`config.mk`:
```
export PLATFORM = sky130hd
export DESIGN_NAME = pipe_skid_reg_flat
export DESIGN_NICKNAME = d
export VERILOG_FILES = /design/src/rtl/pipe_skid_reg_pkg.sv /design/src/rtl/pipe_skid_reg_if.sv /design/src/rtl/pipe_sat_cnt.sv /design/src/rtl/pipe_skid_reg.sv /design/src/flat_wrapper.sv
export SDC_FILE = /design/constraint.sdc
export NUM_CORES = 1
export LEC_CHECK = 0
export CAP_MARGIN = 10
export CORE_ASPECT_RATIO = 1.75
export CORE_MARGIN = 2
export CORE_UTILIZATION = 57
export CTS_BUF_LIST = sky130_fd_sc_hd__clkbuf_2
export DETAILED_ROUTE_END_ITERATION = 12
export GPL_TIMING_DRIVEN = 0
export PLACE_DENSITY = 0.88
export SYNTH_ARGS = -nofsm -noshare
export SYNTH_HDL_FRONTEND = slang
export SYNTH_HIERARCHICAL = 1
export SYNTH_SLANG_ARGS = --single-unit
```
`constraint.sdc`:
```
create_clock -name cpu_clk_50M -period 17.9 [get_ports cpu_clk_50M]
set_input_delay 3.58 -clock cpu_clk_50M [delete_from_list [all_inputs] [get_ports cpu_clk_50M]]
set_output_delay 3.58 -clock cpu_clk_50M [all_outputs]
set_load 0.01 [all_outputs]
```
`src/rtl/pipe_skid_reg_pkg.sv`:
```
// rtl/pipe_skid_reg_pkg.sv - shared stage payload layout, NOP/write-enable constants, occupancy encoding
package pipe_skid_reg_pkg;

  // Occupancy state, encoded directly as {s_valid, m_valid}
  typedef enum logic [1:0] {
    OCC_EMPTY = 2'b00,
    OCC_ONE   = 2'b01,
    OCC_TWO   = 2'b11
  } occ_e;

  // Default packed payload width shared by all CPU stage registers
  localparam int PAYLOAD_W = 128;

  // Payload field offsets and widths
  localparam int F_WREG        = 0;
  localparam int F_WHILO       = 1;
  localparam int F_MREG        = 2;
  localparam int F_CP0_WE      = 3;
  localparam int F_EXCCODE_LSB = 4;
  localparam int F_EXCCODE_W   = 5;
  localparam int F_IN_DELAY    = 9;
  localparam int F_CTRL_LSB    = 16;
  localparam int F_CTRL_W      = 16;
  localparam int F_PC_LSB      = 32;
  localparam int F_PC_W        = 32;
  localparam int F_DATA_LSB    = 64;
  localparam int F_DATA_W      = 64;

  // All-zero payload decodes as SLL $0 / REG_NOP / EXC_NONE in every stage
  localparam logic [PAYLOAD_W-1:0] IFID_NOP   = '0;
  localparam logic [PAYLOAD_W-1:0] IDEXE_NOP  = '0;
  localparam logic [PAYLOAD_W-1:0] EXEMEM_NOP = '0;
  localparam logic [PAYLOAD_W-1:0] MEMWB_NOP  = '0;

  // Write-enable bits that must be hidden while a stage holds a bubble
  localparam logic [PAYLOAD_W-1:0] IFID_WE_MASK   = '0;
  localparam logic [PAYLOAD_W-1:0] IDEXE_WE_MASK  = PAYLOAD_W'(1) << F_WREG;
  localparam logic [PAYLOAD_W-1:0] EXEMEM_WE_MASK = (PAYLOAD_W'(1) << F_WREG)  |
                                                    (PAYLOAD_W'(1) << F_WHILO) |
                                                    (PAYLOAD_W'(1) << F_MREG)  |
                                                    (PAYLOAD_W'(1) << F_CP0_WE);
  localparam logic [PAYLOAD_W-1:0] MEMWB_WE_MASK  = (PAYLOAD_W'(1) << F_WREG) |
                                                    (PAYLOAD_W'(1) << F_WHILO);

  // Number of entries held, from the two valid flags
  function automatic logic [1:0] occ_count(input logic m_valid, input logic s_valid);
    return {1'b0, m_valid} + {1'b0, s_valid};
  endfunction

endpackage

```
`src/rtl/pipe_skid_reg_if.sv`:
```
// rtl/pipe_skid_reg_if.sv - valid/ready stage handshake bundle with status outputs
interface pipe_skid_reg_if #(
  parameter int DATA_W = 128,
  parameter int CNT_W  = 16
);
  logic              in_valid;
  logic              in_ready;
  logic [DATA_W-1:0] in_data;
  logic              out_valid;
  logic              out_ready;
  logic [DATA_W-1:0] out_data;
  logic [1:0]        occupancy;
  logic [CNT_W-1:0]  stall_cnt;

  // Environment side: produces upstream payloads, consumes downstream
  modport master (
    output in_valid, in_data, out_ready,
    input  in_ready, out_valid, out_data, occupancy, stall_cnt
  );

  // Stage register side
  modport slave (
    input  in_valid, in_data, out_ready,
    output in_ready, out_valid, out_data, occupancy, stall_cnt
  );
endinterface

```
`src/rtl/pipe_sat_cnt.sv`:
```
// rtl/pipe_sat_cnt.sv - saturating up-counter with asynchronous active-high clear
module pipe_sat_cnt #(
  parameter int W = 16
) (
  input  logic         clk_i,
  input  logic         clr_i,
  input  logic         inc_i,
  output logic [W-1:0] cnt_o
);
  logic [W-1:0] cnt_q;

  // Count up on inc, stick at all-ones rather than wrapping
  always_ff @(posedge clk_i or posedge clr_i) begin
    if (clr_i) begin
      cnt_q <= '0;
    end else if (inc_i && (cnt_q != {W{1'b1}})) begin
      cnt_q <= cnt_q + W'(1);
    end
  end

  assign cnt_o = cnt_q;
endmodule

```
`src/rtl/pipe_skid_reg.sv`:
```
// rtl/pipe_skid_reg.sv - valid/ready pipeline stage register with optional 2-entry skid buffer
module pipe_skid_reg
  import pipe_skid_reg_pkg::*;
#(
  parameter int                 DATA_W    = 128,
  parameter logic [DATA_W-1:0]  NOP_VALUE = {DATA_W{1'b0}},
  parameter logic [DATA_W-1:0]  WE_MASK   = {DATA_W{1'b0}},
  parameter int                 SKID      = 1,
  parameter int                 CNT_W     = 16
) (
  input  logic            cpu_clk_50M,
  input  logic            cpu_rst,
  input  logic            flush,
  pipe_skid_reg_if.slave  bus
);
  logic              m_valid_q, m_valid_d;
  logic              s_valid_q, s_valid_d;
  logic [DATA_W-1:0] m_data_q,  m_data_d;
  logic [DATA_W-1:0] s_data_q,  s_data_d;
  logic              in_ready;
  logic              in_fire;
  logic              out_fire;
  occ_e              state;

  assign state = occ_e'({s_valid_q, m_valid_q});

  // With the skid entry, ready depends only on state; without it, a full
  // main register can still accept when downstream drains it this cycle.
  if (SKID != 0) begin : g_skid_ready
    assign in_ready = ~s_valid_q;
  end else begin : g_flow_ready
    assign in_ready = ~m_valid_q | bus.out_ready;
  end

  assign in_fire  = bus.in_valid & in_ready;
  assign out_fire = m_valid_q & bus.out_ready;

  // Storage registers; reset and flush both return to an empty NOP stage
  always_ff @(posedge cpu_clk_50M or posedge cpu_rst) begin
    if (cpu_rst) begin
      m_valid_q <= 1'b0;
      s_valid_q <= 1'b0;
      m_data_q  <= NOP_VALUE;
      s_data_q  <= NOP_VALUE;
    end else begin
      m_valid_q <= m_valid_d;
      s_valid_q <= s_valid_d;
      m_data_q  <= m_data_d;
      s_data_q  <= s_data_d;
    end
  end

  // Next-state: flush wins over any handshake, otherwise advance the FIFO
  always_comb begin
    m_valid_d = m_valid_q;
    s_valid_d = s_valid_q;
    m_data_d  = m_data_q;
    s_data_d  = s_data_q;
    if (flush) begin
      m_valid_d = 1'b0;
      s_valid_d = 1'b0;
      m_data_d  = NOP_VALUE;
      s_data_d  = NOP_VALUE;
    end else begin
      case (state)
        OCC_EMPTY: begin
          if (in_fire) begin
            m_valid_d = 1'b1;
            m_data_d  = bus.in_data;
          end
        end
        OCC_ONE: begin
          if (in_fire && out_fire) begin
            m_data_d = bus.in_data;
          end else if (out_fire) begin
            // Keep m_data; output gating hides its write enables
            m_valid_d = 1'b0;
          end else if (in_fire && (SKID != 0)) begin
            s_valid_d = 1'b1;
            s_data_d  = bus.in_data;
          end
        end
        OCC_TWO: begin
          if (out_fire) begin
            m_data_d  = s_data_q;
            s_valid_d = 1'b0;
          end
        end
        default: begin
        end
      endcase
    end
  end

  pipe_sat_cnt #(.W(CNT_W)) u_stall_cnt (
    .clk_i (cpu_clk_50M),
    .clr_i (cpu_rst),
    .inc_i (m_valid_q & ~bus.out_ready),
    .cnt_o (bus.stall_cnt)
  );

  assign bus.in_ready  = in_ready;
  assign bus.out_valid = m_valid_q;
  assign bus.out_data  = m_data_q & ~(WE_MASK & {DATA_W{~m_valid_q}});
  assign bus.occupancy = occ_count(m_valid_q, s_valid_q);
endmodule

```
`src/flat_wrapper.sv`:
```
// flat-port wrapper written by rule: the top's interface ports become plain ports
module pipe_skid_reg_flat import pipe_skid_reg_pkg::*;
#(
  parameter int                 DATA_W    = 128,
  parameter logic [DATA_W-1:0]  NOP_VALUE = {DATA_W{1'b0}},
  parameter logic [DATA_W-1:0]  WE_MASK   = {DATA_W{1'b0}},
  parameter int                 SKID      = 1,
  parameter int                 CNT_W     = 16
)
  (cpu_clk_50M, cpu_rst, flush, bus_in_valid, bus_in_data, bus_out_ready, bus_in_ready, bus_out_valid, bus_out_data, bus_occupancy, bus_stall_cnt);
  pipe_skid_reg_if #(.DATA_W(DATA_W), .CNT_W(CNT_W)) bus_i ();
  input  logic cpu_clk_50M;
  input  logic cpu_rst;
  input  logic flush;
  input wire logic [$bits(bus_i.in_valid)-1:0] bus_in_valid;
  input wire logic [$bits(bus_i.in_data)-1:0] bus_in_data;
  input wire logic [$bits(bus_i.out_ready)-1:0] bus_out_ready;
  output wire logic [$bits(bus_i.in_ready)-1:0] bus_in_ready;
  output wire logic [$bits(bus_i.out_valid)-1:0] bus_out_valid;
  output wire logic [$bits(bus_i.out_data)-1:0] bus_out_data;
  output wire logic [$bits(bus_i.occupancy)-1:0] bus_occupancy;
  output wire logic [$bits(bus_i.stall_cnt)-1:0] bus_stall_cnt;
  assign bus_i.in_valid = bus_in_valid;
  assign bus_i.in_data = bus_in_data;
  assign bus_i.out_ready = bus_out_ready;
  assign bus_in_ready = bus_i.in_ready;
  assign bus_out_valid = bus_i.out_valid;
  assign bus_out_data = bus_i.out_data;
  assign bus_occupancy = bus_i.occupancy;
  assign bus_stall_cnt = bus_i.stall_cnt;
  pipe_skid_reg #(.DATA_W(DATA_W), .NOP_VALUE(NOP_VALUE), .WE_MASK(WE_MASK), .SKID(SKID), .CNT_W(CNT_W)) u_core (.cpu_clk_50M(cpu_clk_50M), .cpu_rst(cpu_rst), .flush(flush), .bus(bus_i));
endmodule
```
* Word level (Yosys, flattened, before mapping)
Index checks and enable logic that the tools add are counted. Widths: inputs -> output; s select.
Word-level totals: register bits 274, output and inout bits 148, input bits 133, logic and storage cells 54
Cells by class: bitwise operators 5, equality and inequality tests 12, reductions and logical operators 12, mux-type cells 18, add/sub/neg operators 2
Operators with widths (number):
- $mux 128 | 8
- $pmux 128 s3 | 1
- $add 16x1->16 const B | 1
- $ne 16x16->1 const B | 1
- $ne 3x2->1 const B | 5
- $reduce_and 4->1 | 3
- $mux 1 | 7
- $ne 3x3->1 const B | 2
- $reduce_bool 3->1 | 2
- $reduce_and 5->1 | 1
- $ne 2x2->1 const B | 2
- $pmux 1 s2 | 2
- $reduce_bool 2->1 | 2
- $reduce_bool 4->1 | 1
- $and 1x1->1 | 3
- $add 1x1->2 | 1
- $eq 2x1->1 const B | 1
- $eq 2x2->1 const B | 1
- $logic_and 1x1->1 | 2
- $logic_not 2->1 | 1
- $not 1->1 | 2

* Longest topological paths before layout
depth in word-level cells 7, gate-level depth with buffers 8

* Modules after synthesis
The synthesis kept the hierarchy.
By module, submodules not included:
- pipe_skid_reg | cells an instance 1167, instances 1, area each 12060.3 um^2, sequential area each 6456.2 um^2
- pipe_sat_cnt | cells an instance 71, instances 1, area each 805.8 um^2, sequential area each 400.4 um^2

* Worst setup path before layout
No wires, ideal clock.
path kind input to register, start input bus_out_ready, end register u_core.u_stall_cnt.cnt_q[14], in the netlist u_core/u_stall_cnt/cnt_o[14], stages 5, arrival time 4.638 ns, setup slack 13.137 ns, cells stage by stage nor2_1 -> and4_1 -> nand3_1 -> nor2_1 -> mux2_2
On the way: cells in the longest elaborated chain, start to end 3
RTL lines:
- from (decl) | line flat_wrapper.sv:17 | input wire logic [$bits(bus_i.out_ready)-1:0] bus_out_ready;
- $not 1->1 | line pipe_skid_reg.sv:98 | .inc_i (m_valid_q & ~bus.out_ready),
- $and 1x1->1 | line pipe_skid_reg.sv:98
- $logic_and 1x1->1 | line pipe_sat_cnt.sv:16 | end else if (inc_i && (cnt_q != {W{1'b1}})) begin
- to (signal assigned) | line pipe_sat_cnt.sv:17 | cnt_q <= cnt_q + W'(1);
- to (decl) | line pipe_sat_cnt.sv:10 | logic [W-1:0] cnt_q;
No other way between the ends. A chain may end at the register's enable or synchronous reset.

* Worst setup path after layout
start register u_core.s_valid_q, end output bus_occupancy[0]
On the way: cells in the longest elaborated chain, start to end 1
RTL lines:
- from (decl) | line pipe_skid_reg.sv:17 | logic s_valid_q, s_valid_d;
- from (signal assigned) | line pipe_skid_reg.sv:47 | s_valid_q <= s_valid_d;
- $add 1x1->2 | line pipe_skid_reg_pkg.sv:47 | return {1'b0, m_valid} + {1'b0, s_valid};
- to (decl) | line flat_wrapper.sv:21 | output wire logic [$bits(bus_i.occupancy)-1:0] bus_occupancy;
No other way between the ends.

==> impl_metrics.py <==
metrics = {
    "run_status": {
        "status": "finished, final reports clean",
    },
    "sta": {
        "worstMarginPinSlew_ns": 0.8992,
        "setup_violations": 0,
        "finalCriticalPeriod_ns": 5.942,
        "skew_ns": 0.05583,
        "setup_tns_ns": 0,
        "rsz0062_at_grt": "false",
        "slew_headroom_pct": 40.05,
        "timing_hold_violations_final": 0,
        "min_period_over_period_pct": 33.19,
        "fmax_ghz": 0.1683,
        "maxSlewViolCount": 0,
    },
    "cts": {
        "cts_resized": 0,
        "clk_path_buf_depth": 3,
        "root_buffer": "clkbuf_2",
        "numCtsBuffers": 61,
        "cts_tree": "done",
        "cts_hold_buf": 0,
        "clock_sinks": 274,
        "cts_max_level": 2,
        "clock_latency_ns": 0.94,
        "postCtsSetupBuffers": 0,
        "clkSlewWorstSetupHoldPaths_ns": 0.10,
    },
    "drt": {
        "wirelength_mm": 36.70,
        "postRouteAntennaNets": 0,
        "m1WireLength_mm": 12.93,
        "drt-initial-drc-count": 854,
        "avgRoutedWirePerCell_um": 19.00,
        "drtPass1Iterations": 5,
        "highest_layer": "met4",
        "drc": 0,
        "route.met3.wl_mm": 2.250,
        "post_drt_via_cell_ratio": 5.674,
        "num_vias": 10960,
        "dr_wl_met2_mm": 19.48,
    },
    "worst_hold_path": {
        "min_path_type": "reg2reg",
    },
    "setup_path": {
        "reg2reg_from": "u_core/s_valid_q",
        "crit_required_ns": 14.32,
        "end_kind": "primary output",
        "cp-endpoint": "bus_occupancy[0]",
        "r2r_end": "u_core/bus.out_data[30]",
        "crit_slowest_cell": "clkdlybuf4s50_1",
        "critPathMaxFanout": 7,
        "setup.worst_path.class": "reg2out",
        "crit_path_start": "u_core/s_valid_q",
        "slowest_delay_ns": 0.54,
        "ff2ff_setup_slack_ns": 15.31,
        "path_cells": "inv_1 > ha_1 > clkdlybuf4s50_1",
        "critPathLaunchType": "flip-flop",
        "r2r_cells": 7,
        "cp.arrival_ns": 2.36,
    },
    "synth": {
        "synth-edff-count": 0,
        "synthCells": 1238,
        "synth_area_mm2": 0.01287,
        "syn_nets": 1375,
        "synthFlopType": "dfrtp_1",
        "ys_ff_latch": 274,
        "yosysWarnings": 6,
        "postSynth.asyncResetShare_pct": 100.0,
        "synth_cell_types": 34,
        "syn_avg_cell_area_um2": 10.39,
        "ys_seq_area_share_pct": 53.29,
    },
    "finish": {
        "drive_gt1_share_pct": 16.06,
        "layout.nets": 1718,
        "area_growth_pct": 29.60,
        "stdcell_count": 1931,
        "nFillCells": 1578,
    },
    "die": {
        "core_mm2": 0.02216,
        "die_x_um": 117.6,
        "die_h_um": 202.8,
        "start_util_pct": 58.06,
        "rows": 72,
        "ios": 281,
        "dieArea_mm2": 0.02384,
    },
    "placement": {
        "io_buffers": 279,
        "place_hpwl_mm": 26.58,
        "placedCellCount": 1814,
        "gp_congestion": 0.8435,
    },
    "global_routing": {
        "antenna_found_initial": 3,
        "grt_pass1_vias": 11470,
        "gr-usage-all-layers_pct": 30.99,
        "grt_overflow_total": 0,
        "grt_max_degree": 132,
        "grt_pass1_wl_mm": 58.77,
    },
    "power_and_ir_drop": {
        "p_leak_uw": 0.006778,
        "ir_worst_vdd_mv": 0.08373,
        "powerDensity_mw_per_mm2": 140.3,
    },
    "job": {
        "drv_cap": 0,
    },
}
==> layer usage <==
metal  up-vias  GRT usage [%]
met5         -              0
met4         0          18.24
met3       128          7.163
met2       422          55.66
met1      5303          33.14
li1       5103              -
==> layout make-up <==
class / instances / area, µm² / share of cell area, %
Sequential cell: 274 / 6857 / 41.12
Multi-Input combinational cell: 845 / 5430 / 32.57
Clock inverter: 15 / 110.1 / 0.6603
Buffer: 114 / 560.5 / 3.362
Antenna cell: 4 / 10.01 / 0.06003
Inverter: 5 / 26.28 / 0.1576
Timing Repair Buffer: 280 / 2820 / 16.91
Clock buffer: 98 / 490.5 / 2.941
Tap cell: 296 / 370.4 / 2.221
==> sequential cells by signal, indices dropped and copies added (netlist names) <==
register and count:
u_core/s_data_q 128, u_core/bus.out_data 128, u_core/s_valid_q 1, u_core/u_stall_cnt/cnt_o 16, u_core/bus.out_valid 1
==> cells by family after synthesis <==
logic type | Yosys count | share of synthesized area, %
AO/OA/AOI/OAI | 392 | 20.87
XOR/XNOR | 11 | 0.7488
adder cells (fa/ha/maj) | 4 | 0.3890
buffers and inverters | 119 | 4.503
flip-flops | 274 | 53.29
multiplexers | 132 | 10.29
AND/OR/NAND/NOR | 306 | 9.910
==> critical path: cells and delay by family (launching register included) <==
family                     cells  cell delay [ns]
DFF                            1             0.48
buffers and inverters          2             0.66
adders and majority gates      1             0.31
==> power by group <==
group          leakage, µW  switching, µW  internal (µW)  total [µW]
sequential         0.00372            105            768         873
combinational      0.00260            564            486        1050
clock             0.000461            244            173         416
==> worst min path at each step <==
stage / startpoint / to / slack [ns] / cells after the start
3_3_place_gp: u_core/s_data_q[111] / u_core/s_data_q[111] / 0.51 / 2
5_1_grt: u_core/s_data_q[53] / u_core/s_data_q[53] / 0.55 / 2
4_1_cts: u_core/s_data_q[70] / u_core/s_data_q[70] / 0.53 / 2
2_1_floorplan: u_core/s_data_q[0] / u_core/s_data_q[0] / 0.50 / 2
3_5_place_dp: u_core/s_data_q[14] / u_core/s_data_q[14] / 0.52 / 2
6_report: u_core/u_stall_cnt/cnt_o[15] / u_core/u_stall_cnt/cnt_o[15] / 0.53 / 1
==> cell usage after synthesis, types with 4 or more instances <==
cell type	count	area share, %
a211oi_1	48	2.8
mux2i_1	130	10
dfrtp_1	274	53
buf_4	15	0.88
nand2_1	264	7.7
xnor2_1	11	0.75
nor2_1	7	0.20
inv_1	5	0.15
buf_2	52	2.0
a21oi_1	260	10
clkbuf_1	43	1.3
nand4_1	5	0.24
nand3_1	8	0.31
a211oi_2	80	7.8
ha_1	4	0.39
and3_1	6	0.29
==> cell usage in the layout (no fill, tap or decap), drive strengths merged, types with 11 or more instances in the layout <==
cell             n
a21oi          260
xnor2           11
clkdlybuf4s50  279
a211oi         128
nand2          265
dfrtp          274
buf             69
mux2i          130
clkbuf         144
clkinv          12
==> stage by stage <==
stage	instance area (µm²)	util (%)	setup slack, ns	total power [µW]	hold WS (ns)
6_report	16670	75.24	11.96	2340	0.5273
5_1_grt	16670	75.23	11.84	2476	0.5496
4_1_cts	16660	75.20	11.90	2349	0.5303
3_5_place_dp	16060	72.49	12.05	1930	0.5154
3_3_place_gp	16030	72.33	4.129	1891	0.5084
2_1_floorplan	12870	-	7.222	1469	0.5010
Note: power is estimated with default switching activity, not from simulation.
==> variant 1: new RTL, config.mk and constraints unchanged <==
`DATA_W` is set to 128 in 3 places; all go to 132.
--- a/src/rtl/pipe_skid_reg_if.sv
+++ b/src/rtl/pipe_skid_reg_if.sv
@@ -1,5 +1,5 @@
 // rtl/pipe_skid_reg_if.sv - valid/ready stage handshake bundle with status outputs
 interface pipe_skid_reg_if #(
-  parameter int DATA_W = 128,
+  parameter int DATA_W = 132,
   parameter int CNT_W  = 16
 );
--- a/src/rtl/pipe_skid_reg.sv
+++ b/src/rtl/pipe_skid_reg.sv
@@ -3,5 +3,5 @@
   import pipe_skid_reg_pkg::*;
 #(
-  parameter int                 DATA_W    = 128,
+  parameter int                 DATA_W    = 132,
   parameter logic [DATA_W-1:0]  NOP_VALUE = {DATA_W{1'b0}},
   parameter logic [DATA_W-1:0]  WE_MASK   = {DATA_W{1'b0}},
--- a/src/flat_wrapper.sv
+++ b/src/flat_wrapper.sv
@@ -2,5 +2,5 @@
 module pipe_skid_reg_flat import pipe_skid_reg_pkg::*;
 #(
-  parameter int                 DATA_W    = 128,
+  parameter int                 DATA_W    = 132,
   parameter logic [DATA_W-1:0]  NOP_VALUE = {DATA_W{1'b0}},
   parameter logic [DATA_W-1:0]  WE_MASK   = {DATA_W{1'b0}},
Ports: changed (resized bus_in_data and bus_out_data); port bits go from 281 to 289. The function was not compared with the original's and may differ.
==> variant 1 against the original RTL <==
  * Routed wire length increased by 0.42%
  * Clock skew decreased by 4.6 ps
  * Design area decreased by 0.27%
  * Critical path type unchanged
  * Synthesized area decreased by 0.63%
  * Count of clock-buffer cells in the layout unchanged
  * Highest routed layer is now met5
  * Worst setup slack improved by 32 ps
  * Non-clock buffer count increased by 14
  * Total power decreased by 6.5%
  * Sequential share of layout area increased by 1.3 points
  * Sequential cell count increased by 8
==> variant 1: results (changes against the original RTL) <==
| Metric | Value |
|---|---|
| Initial antenna violation count | 5 (+2) |
| Mux contribution to synthesized area | 0.106 (+0.00300) |
| Post-synthesis adder-cell area fraction | 0.00391 (+0.0000247) |
| Final period util | 0.330 (-0.00179) |
| Total GRT Usage | 0.314 (+0.00381) |
| Via count | 11,300 (+2.9%) |
| Vias in the first global route | 11,700 (+2.1%) |
| Status | finished clean |
| # fillers | 1,568 (-0.63%) |
| Net Switching | 824 uW (-9.8%) |
| Largest net degree at the start of global routing | 92 (-30%) |
| First-pass GRT wire length | 58.2 mm (-0.90%) |
| Post-synthesis net count | 1,418 (+3.1%) |
| R2R depth | 10 (+3) |
| Placer Congestion | 0.857 (+1.6%) |
| Worst skew pair latency | 910 ps (-30 ps) |
| Post-Synth XOR/XNOR Area | 0.00754 (+0.0000476) |
| Commonest cells post-synth | dfrtp_1, nand2_1, a21oi_1, mux2i_1, nor3_1 |
| Setup Skew | 51.3 ps (-4.57 ps) |
| Post-synthesis sequential area ratio | 0.552 (+0.0190) |
| Post-synthesis compound-gate area fraction | 0.134 (-0.0750) |
| Ys async rst share | 1.00 (unchanged) |
| Clock slew at reported path FFs | 100 ps (about the same) |
| Synth Flop Type | dfrtp_1 |
| Library cells used by synthesis | 34 (unchanged) |
| WL/cell | 18.7 um (-1.8%) |
| Pre-CTS setup slack | 11,800 ps (-256 ps) |
| Placed wire-length estimate | 27.1 mm (+2.0%) |
| VDD IR max | 0.0000939 V (+12%) |
| Port Buffers | 287 (+2.9%) |
| Hold Path Depth | 2 (+1) |
| Lkg Pwr | 0.00677 uW (about the same) |
| Final #Nets | 1,770 (+3.0%) |
variant 1: power by group through the flow:
| stage | sequential (uW) | clock (uW) | combinational (uW) |
|---|---|---|---|
| floorplan | 930 | 0 | 442 |
| global placement | 889 | 0 | 884 |
| detailed placement | 896 | 0 | 916 |
| CTS | 883 | 393 | 918 |
| global route | 900 | 428 | 997 |
| finish | 884 | 384 | 921 |
variant 1: logic make-up (layout without fill, tap and decap cells):
| family | count (synthesis) | count (layout) |
|---|---|---|
| flops | 282 | 282 |
| mux | 135 | 135 |
| buf+inv | 125 | 522 |
| fa+ha+maj | 4 | 4 |
| xor+xnor | 11 | 11 |
| compound gates | 272 | 272 |
| other cells | 0 | 4 |
| simple gates | 448 | 448 |
variant 1: critical path: stages (launching register included):
cell,delay (ps)
dfrtp_1,460
inv_1,120
ha_1,290
clkdlybuf4s50_1,560
variant 1: cell type report:
type	instances	share of cell area
Buffer	119	0.0311
Timing Repair Buffer	289	0.176
Tap cell	296	0.0223
Clock inverter	10	0.00233
Inverter	6	0.00181
Antenna cell	4	0.000602
Multi-Input combinational cell	870	0.312
Clock buffer	98	0.0295
Sequential cell	282	0.424
variant 1: worst paths after layout:
path,start,to,slack (ps)
min in group asynchronous,cpu_rst,u_core/bus.out_data[42],3190
setup reg to reg,u_core/s_valid_q,u_core/bus.out_data[119],15140
max in group asynchronous,cpu_rst,u_core/bus.out_data[69],13820
hold / removal,u_core/s_data_q[6],u_core/s_data_q[6],530
hold reg to reg,u_core/s_data_q[6],u_core/s_data_q[6],530
setup / recovery,u_core/s_valid_q,bus_occupancy[0],11990
variant 1: routing by layer:
layer	global-route usage	share of wire
met3	0.0762	0.066
met2	0.537	0.53
met5	0	0.00035
met1	0.337	0.34
met4	0.201	0.059
variant 1: stage by stage:
step / utilization / cell area [sq um] / instances / hold WS (ps)
2_1_floorplan: - / 12800 / 1277 / 501
3_3_place_gp: 0.726 / 16000 / 1860 / 509
3_5_place_dp: 0.729 / 16100 / 1862 / 515
4_1_cts: 0.753 / 16600 / 1970 / 530
5_1_grt: 0.753 / 16600 / 1974 / 539
6_report: 0.753 / 16600 / 1974 / 526
